[config.mk]
export PLATFORM = sky130hd
export DESIGN_NAME = mem_arbiter
export DESIGN_NICKNAME = d
export VERILOG_FILES = /design/src/rtl/mem_arbiter.sv
export SDC_FILE = /design/constraint.sdc
export NUM_CORES = 1
export LEC_CHECK = 0
export BUFFER_PORTS_ARGS = -buffer_cell sky130_fd_sc_hd__buf_2
export CAP_MARGIN = 10
export CORE_AREA = 2 2 106 108
export DETAILED_ROUTE_END_ITERATION = 8
export DIE_AREA = 0 0 108 110
export PLACE_DENSITY = 0.84
export SLEW_MARGIN = 20
export SYNTH_ARGS = -nofsm -noshare
export SYNTH_HDL_FRONTEND = slang
export SYNTH_SLANG_ARGS = --single-unit
[constraint.sdc]
create_clock -name clk -period 1.7 [get_ports clk]
set_input_delay 0.085 -clock clk [delete_from_list [all_inputs] [get_ports clk]]
set_output_delay 0.085 -clock clk [all_outputs]
set_load 0.1 [all_outputs]
[src/rtl/mem_arbiter.sv]
// mem_arbiter: two-requester arbiter (instruction fetch, load-store) onto one memory port.
//
// A three-state FSM (StIdle -> StIssue -> StWait) keeps at most one transaction outstanding.
// The winning request's payload is latched in StIdle, presented on mem_* in StIssue until
// mem_ready, and the response is forwarded to the owner in StWait.
//
// Ports
//   clk, reset_n                      clock, asynchronous active-low reset
//   if_req, if_addr                   fetch request and address (read only)
//   if_gnt, if_rvalid, if_rdata       fetch accept pulse and response
//   ls_req, ls_we, ls_addr,
//   ls_wdata, ls_be                   load-store request and payload
//   ls_gnt, ls_rvalid, ls_rdata       load-store accept pulse and response (load data or write ack)
//   mem_req, mem_we, mem_addr,
//   mem_wdata, mem_be                 memory command
//   mem_ready                         memory accepts when mem_req && mem_ready
//   mem_rvalid, mem_rdata             memory response (reads and writes)
//
// Configuration
//   MEM_ARB_ROUND_ROBIN_EN  undefined: fixed priority, ls over if.
//                           defined:   on a tie the requester not granted most recently wins.
module mem_arbiter #(
  parameter int unsigned ADDR_W = 32,
  parameter int unsigned DATA_W = 32
) (
  input  logic                clk,
  input  logic                reset_n,
  // Instruction fetch
  input  logic                if_req,
  input  logic [ADDR_W-1:0]   if_addr,
  output logic                if_gnt,
  output logic                if_rvalid,
  output logic [DATA_W-1:0]   if_rdata,
  // Load-store
  input  logic                ls_req,
  input  logic                ls_we,
  input  logic [ADDR_W-1:0]   ls_addr,
  input  logic [DATA_W-1:0]   ls_wdata,
  input  logic [DATA_W/8-1:0] ls_be,
  output logic                ls_gnt,
  output logic                ls_rvalid,
  output logic [DATA_W-1:0]   ls_rdata,
  // Memory port
  output logic                mem_req,
  output logic                mem_we,
  output logic [ADDR_W-1:0]   mem_addr,
  output logic [DATA_W-1:0]   mem_wdata,
  output logic [DATA_W/8-1:0] mem_be,
  input  logic                mem_ready,
  input  logic                mem_rvalid,
  input  logic [DATA_W-1:0]   mem_rdata
);

  localparam int unsigned BE_W = DATA_W / 8;

  typedef enum logic [1:0] {
    StIdle,
    StIssue,
    StWait
  } state_e;

  state_e              r_state;
  state_e              w_state_next;

  logic                r_owner_ls;  // 1: load-store owns the transaction, 0: fetch
  logic [ADDR_W-1:0]   r_addr;
  logic                r_we;
  logic [DATA_W-1:0]   r_wdata;
  logic [BE_W-1:0]     r_be;

  logic                w_any_req;
  logic                w_pick_ls;
  logic                w_accept;
  logic                w_resp;

  assign w_any_req = if_req | ls_req;
  assign w_accept  = (r_state == StIssue) & mem_ready;
  // mem_rvalid outside StWait is not ours and is dropped
  assign w_resp    = (r_state == StWait) & mem_rvalid;

`ifdef MEM_ARB_ROUND_ROBIN_EN
  logic r_last_ls;  // most recent grant went to load-store

  always_ff @(posedge clk or negedge reset_n) begin
    if (!reset_n) begin
      r_last_ls <= 1'b0;
    end else if (w_accept) begin
      r_last_ls <= r_owner_ls;
    end
  end

  // ls wins alone, or on a tie when fetch was the most recent winner
  assign w_pick_ls = ls_req & (~if_req | ~r_last_ls);
`else
  assign w_pick_ls = ls_req;
`endif

  // State register
  always_ff @(posedge clk or negedge reset_n) begin
    if (!reset_n) begin
      r_state <= StIdle;
    end else begin
      r_state <= w_state_next;
    end
  end

  // Next-state logic
  always_comb begin
    w_state_next = r_state;
    unique case (r_state)
      StIdle:  if (w_any_req)  w_state_next = StIssue;
      StIssue: if (mem_ready)  w_state_next = StWait;
      StWait:  if (mem_rvalid) w_state_next = StIdle;
      default:                 w_state_next = StIdle;
    endcase
  end

  // Winner payload is captured only in StIdle, so requester changes afterwards are invisible
  always_ff @(posedge clk or negedge reset_n) begin
    if (!reset_n) begin
      r_owner_ls <= 1'b0;
      r_addr     <= '0;
      r_we       <= 1'b0;
      r_wdata    <= '0;
      r_be       <= '0;
    end else if ((r_state == StIdle) && w_any_req) begin
      r_owner_ls <= w_pick_ls;
      if (w_pick_ls) begin
        r_addr  <= ls_addr;
        r_we    <= ls_we;
        r_wdata <= ls_wdata;
        r_be    <= ls_be;
      end else begin
        // Fetch is always a full-word read
        r_addr  <= if_addr;
        r_we    <= 1'b0;
        r_wdata <= '0;
        r_be    <= '1;
      end
    end
  end

  // Outputs
  always_comb begin
    mem_req   = 1'b0;
    mem_we    = 1'b0;
    mem_addr  = '0;
    mem_wdata = '0;
    mem_be    = '0;
    if_gnt    = 1'b0;
    ls_gnt    = 1'b0;
    if_rvalid = 1'b0;
    ls_rvalid = 1'b0;
    if_rdata  = '0;
    ls_rdata  = '0;

    if (r_state == StIssue) begin
      mem_req   = 1'b1;
      mem_we    = r_we;
      mem_addr  = r_addr;
      mem_wdata = r_wdata;
      mem_be    = r_be;
    end

    if (w_accept) begin
      ls_gnt = r_owner_ls;
      if_gnt = ~r_owner_ls;
    end

    if (w_resp) begin
      if (r_owner_ls) begin
        ls_rvalid = 1'b1;
        ls_rdata  = mem_rdata;
      end else begin
        if_rvalid = 1'b1;
        if_rdata  = mem_rdata;
      end
    end
  end

endmodule
== Word level (Yosys, flattened, before mapping) ==
Cells that the tools add are included.

* Bits in registers: 72
* Bits in latches: 0
* RAM bits: 0
* Bits in read-only memories: 0
* Bits of input ports: 139
* Output and inout bits: 138
* Logic and storage cells: 41
* Memories kept: 0

* $add $sub $neg: 0
* Multipliers: 0
* Div/mod/pow operators: 0
* $lt $le $gt $ge: 0
* Eq/ne operators: 5
* Shift operators: 0
* Muxes and demuxes: 23
* Bitwise gates (word level): 4
* Reductions and logical operators: 3

{| class="wikitable"
|+ Operators with widths
! operator !! number
|-
| 32-bit two-way mux || 8
|-
| 1-bit two-way mux || 9
|-
| 4-bit two-way mux || 2
|-
| 2-bit two-way mux || 3
|-
| 2-bit != test (second input constant) || 3
|-
| 2-bit one-hot mux with 3 select lines || 1
|-
| 3-bit AND reduction || 1
|-
| 1-bit bitwise AND || 2
|-
| 2-bit by 1-bit equality test with 1-bit output (second input constant) || 1
|-
| 2-bit equality test (second input constant) || 1
|-
| 2-bit zero test || 1
|-
| 1-bit logical AND || 1
|-
| 1-bit inverter || 1
|-
| 1-bit OR || 1
|}

== Depth between registers and ports, before layout ==
* Depth after elaboration: 3
* Mapped depth: 5
* Mapped depth without buffers: 3

== Least setup slack after synthesis ==
No wires, ideal clock.

* Path kind: register to output
* From: reg r_state[0]
* To: out if_gnt
* Arrival: 2643 ps
* Data required time: 1615 ps
* Slack: -1028 ps
* Stages on the path, launching flop included: 6
* Buffers on the path: 2
* Path through: dfrtp_1 nor2b_1 clkbuf_1 buf_2 nand2_1 nor2_1

* Word-level cells in the longest chain between the ends: 3

{| class="wikitable"
|+ RTL lines
! what !! line !! RTL
|-
| start: declaration || 62 || <nowiki>state_e r_state;</nowiki>
|-
| start signal: assignment || 101 || <nowiki>r_state <= StIdle;</nowiki>
|-
| start signal: assignment || 103 || <nowiki>r_state <= w_state_next;</nowiki>
|-
| 2-bit by 1-bit equality test with 1-bit output || 77 || <nowiki>assign w_accept = (r_state == StIssue) & mem_ready;</nowiki>
|-
| 1-bit bitwise AND || 77 ||
|-
| 1-bit two-way mux || 165 || <nowiki>if (w_accept) begin</nowiki>
|-
| end: declaration || 31 || <nowiki>output logic if_gnt,</nowiki>
|}

Every way passes these cells.

== Worst setup path in the final report ==
* From: reg r_state[1]
* To: out ls_rdata[18]

* Word-level cells in the longest chain between the ends: 3

{| class="wikitable"
|+ RTL lines
! what !! line !! RTL
|-
| 2-bit equality test || 79 || <nowiki>assign w_resp = (r_state == StWait) & mem_rvalid;</nowiki>
|-
| 1-bit bitwise AND || 79 ||
|-
| 32-bit two-way mux || 170 || <nowiki>if (w_resp) begin</nowiki>
|-
| end: declaration || 42 || <nowiki>output logic [DATA_W-1:0] ls_rdata,</nowiki>
|}

Every way passes these cells.

==> results.sh <==
export IMPL_drt_total_wl_um=17900
export IMPL_violations="negative setup slack"
export IMPL_whs_endpoint="r_owner_ls"
export IMPL_combPwrFrac_pct=77.6
export IMPL_fmax_mhz=554
export IMPL_max_vdd_ir_drop_mv=1.56
export IMPL_dpl_hpwl_um=11500
export IMPL_slowest_stage="dfrtp_1"
export IMPL_reg2reg_to="r_addr[13]"
export IMPL_yosysTopAreaCell="dfrtp_1"
export IMPL_synth_warnings=0
export IMPL_drive_gt1_share_pct=76.6
export IMPL_final_area_um2=8880
export IMPL_synth_area_leaders="dfrtp_1 (46%), and2_1 (21%), mux2_2 (18%)"
export IMPL_reg2reg_from="r_state[1]"
export IMPL_tritoncts="done"
export IMPL_crit_top_cell="buf_12"
export IMPL_internal_power_w=0.00909
export IMPL_fin_crit_sh_pct=106
export IMPL_ant_nets=0
export IMPL_grt_use_met1_pct=24.5
export IMPL_hold_violations=0
export IMPL_mostFrequentLayoutCell="buf_12"
export IMPL_switching_share_pct=51.5
export IMPL_rsz0062_at_grt="true"
export IMPL_cp_max_fo=5
export IMPL_fp_dieArea_um2=11900
export IMPL_cap_viol_max_count=0
export IMPL_slew_violations=0
export IMPL_grt_max_degree=52
export IMPL_grt_pass1_wl_um=23900
export IMPL_cts_buffers=9
export IMPL_most_common_layout_cells="buf_12 (147), buf_2 (137), and2_4 (107), dfrtp_1 (70), mux2_2 (64)"
export IMPL_r2r_cells=6
export IMPL_p_seq_share_pct=16.3
export IMPL_vias=4232
export IMPL_gp_congestion=0.811
export IMPL_dp_cells=753
export IMPL_post_drt_wl_per_cell_um=21.5
export IMPL_grtUsageMet2_pct=50.6
export IMPL_critical_path_cell_chain="nand2_2, nor3b_4, buf_6, buf_12, and2_4, buf_12"
export IMPL_slowest_delay_ns=0.38
export IMPL_cellLeakagePower_nw=4.09
export IMPL_worstMarginPinSlew_ns=0.490
export IMPL_final_cells=832
export IMPL_layout_setup_ws_ns=-0.107
export IMPL_clk_pin_slew_ns=0.07
export IMPL_setup_viol=131
export IMPL_drt_pass1_iterations=5
export IMPL_htree_num_levels=3
export IMPL_cp_arrival_ns=1.72
export IMPL_grt_overflow=0
export IMPL_core_area_um2=10700
export IMPL_min_from="if_req"
export IMPL_die_h_um=110
export IMPL_synthCells=353
export IMPL_num_rows=38
export IMPL_r2r_slack_ns=0.01
export IMPL_hp_class="in2reg"
export IMPL_power_density_nw_per_um2=2110
export IMPL_grt_use_total_pct=26.6
export IMPL_crit_path_end_kind="output port"
export IMPL_slew_headroom_pct=67.3
export IMPL_grt_pass1_vias=4587
export IMPL_clock_power_share_pct=6.1
export IMPL_io_pins=277
export IMPL_drt_iter0_drc=208
export IMPL_initial_core_util_pct=36.6
export IMPL_fin_crit_ns=1.81
export IMPL_port_buffers=276
export IMPL_ys_seq_elements=72
export IMPL_timing_hold_ws_ns=0.0614
export IMPL_layout_nets=825
export IMPL_netlist_area_um2=3920
export IMPL_p_sw_w=0.00965
export IMPL_critPathKind="reg2out"
export IMPL_vias_per_cell=5.09
export IMPL_holdPathStages=3
export IMPL_outcome="finished, violations left"
export IMPL_use_met3_pct=10.6
export IMPL_seq_area_frac_synth_pct=46.0
export IMPL_drc=0
export IMPL_dp_slack_ns=0.160
export IMPL_dpl_cell_area_um2=7800
export IMPL_startpoint_type="flop"
export IMPL_clockBufferDepth=2
export IMPL_clkLatencyLatePin_ns=0.34
export IMPL_syn_nets=492
export IMPL_cp_required_ns=1.62
export IMPL_avgSynthCellArea_um2=11.1
export IMPL_dieWidth_um=108
export IMPL_clockRootBuffer="clkbuf_8"
export IMPL_busiest_layer="met2"
export IMPL_cts_sinks=72
export IMPL_grt_antenna_before_repair=2
export IMPL_skew_ns=0.00542
export IMPL_ys_types=20
export IMPL_area_growth_pct=127
export IMPL_synth_top_area_share_pct=46.0
[synthesized netlist by cell type]
master    instances
nor3_1            1
and3_1            1
nand2b_1          2
a22o_1           33
dfrtp_1          72
o22a_1            4
and2_1          134
o21a_1            1
mux2_2           64
buf_2            10
nand2_1           5
nor2_1            2
a21o_1            1
clkbuf_1         14
buf_4             4
nor2b_1           1
nor3b_1           1
buf_6             1
o21ai_1           1
o21ai_0           1
[worst max path at each step]
| stage | start | endpoint | slack [ns] | cells past startpoint |
|---|---|---|---|---|
| after floorplan | r_state[0] | if_gnt | -0.17 | 5 |
| after global placement | r_state[0] | r_addr[1] | 0.21 | 4 |
| after detailed placement | r_state[0] | r_addr[27] | 0.16 | 4 |
| after CTS | r_state[1] | if_gnt | -0.11 | 6 |
| after global routing | r_state[1] | ls_rdata[18] | -0.22 | 6 |
| final | r_state[1] | ls_rdata[18] | -0.11 | 6 |
[repair_timing]
action,in CTS,in global routing
setup endpoints to repair,135,186
pin swaps,9,60
hold buffers,39,0
resized for setup,32,77
cloned,3,11
endpoints found under the hold margin,74,0
buffers inserted,4,6
[metrics by stage]
step / total power [W] / setup TNS, ns / util [%]
2_1_floorplan: 0.0111 / -0.178 / -
3_3_place_gp: 0.0155 / 0 / 72.9
3_5_place_dp: 0.0158 / 0 / 72.9
4_1_cts: 0.0172 / -5.44 / 79.5
5_1_grt: 0.0193 / -17.75 / 83.0
6_report: 0.0187 / -5.26 / 83.0
[flip-flops by register name, summed over array words and instances (netlist names)]
| register | flops |
|---|---|
| r_owner_ls | 1 |
| r_state | 2 |
| r_we | 1 |
| r_be | 4 |
| r_wdata | 32 |
| r_addr | 32 |
[critical path: cells and delay by family (launching register included)]
kind	cells	cell delay, ns
buffers and inverters	3	0.48
DFF	1	0.38
and+or+nand+nor	3	0.51
[cell type report]
cell class              count  area [µm²]
flip-flops and latches     72        1800
repair buffers            351        4430
clock inverters             1        5.00
well taps                 140         175
multi-input cells         252        2310
diodes                      3        7.51
fillers                   554        1820
clock buffers              13         149
[metal layers]
| layer | up-vias | share of wire, % |
|---|---|---|
| met2 | 240 | 55 |
| li1 | 1860 | - |
| met4 | 0 | 3.8 |
| met5 | - | 0 |
| met3 | 53 | 8.2 |
| met1 | 2079 | 33 |
[logic make-up after synthesis]
family          share of synthesized area [%]
compound gates                           8.91
buf+inv                                  3.67
flops                                    46.0
mux                                      18.4
simple gates                             23.0
[power by group through the flow]
stage                     clock (W)  combinational, W  sequential (W)
after floorplan                   0           0.00833         0.00280
after global placement            0            0.0126         0.00290
after detailed placement          0            0.0128         0.00298
after CTS                   0.00117            0.0131         0.00295
after global routing        0.00127            0.0149         0.00313
final                       0.00115            0.0145         0.00305
(Power assumes the default switching activity.)
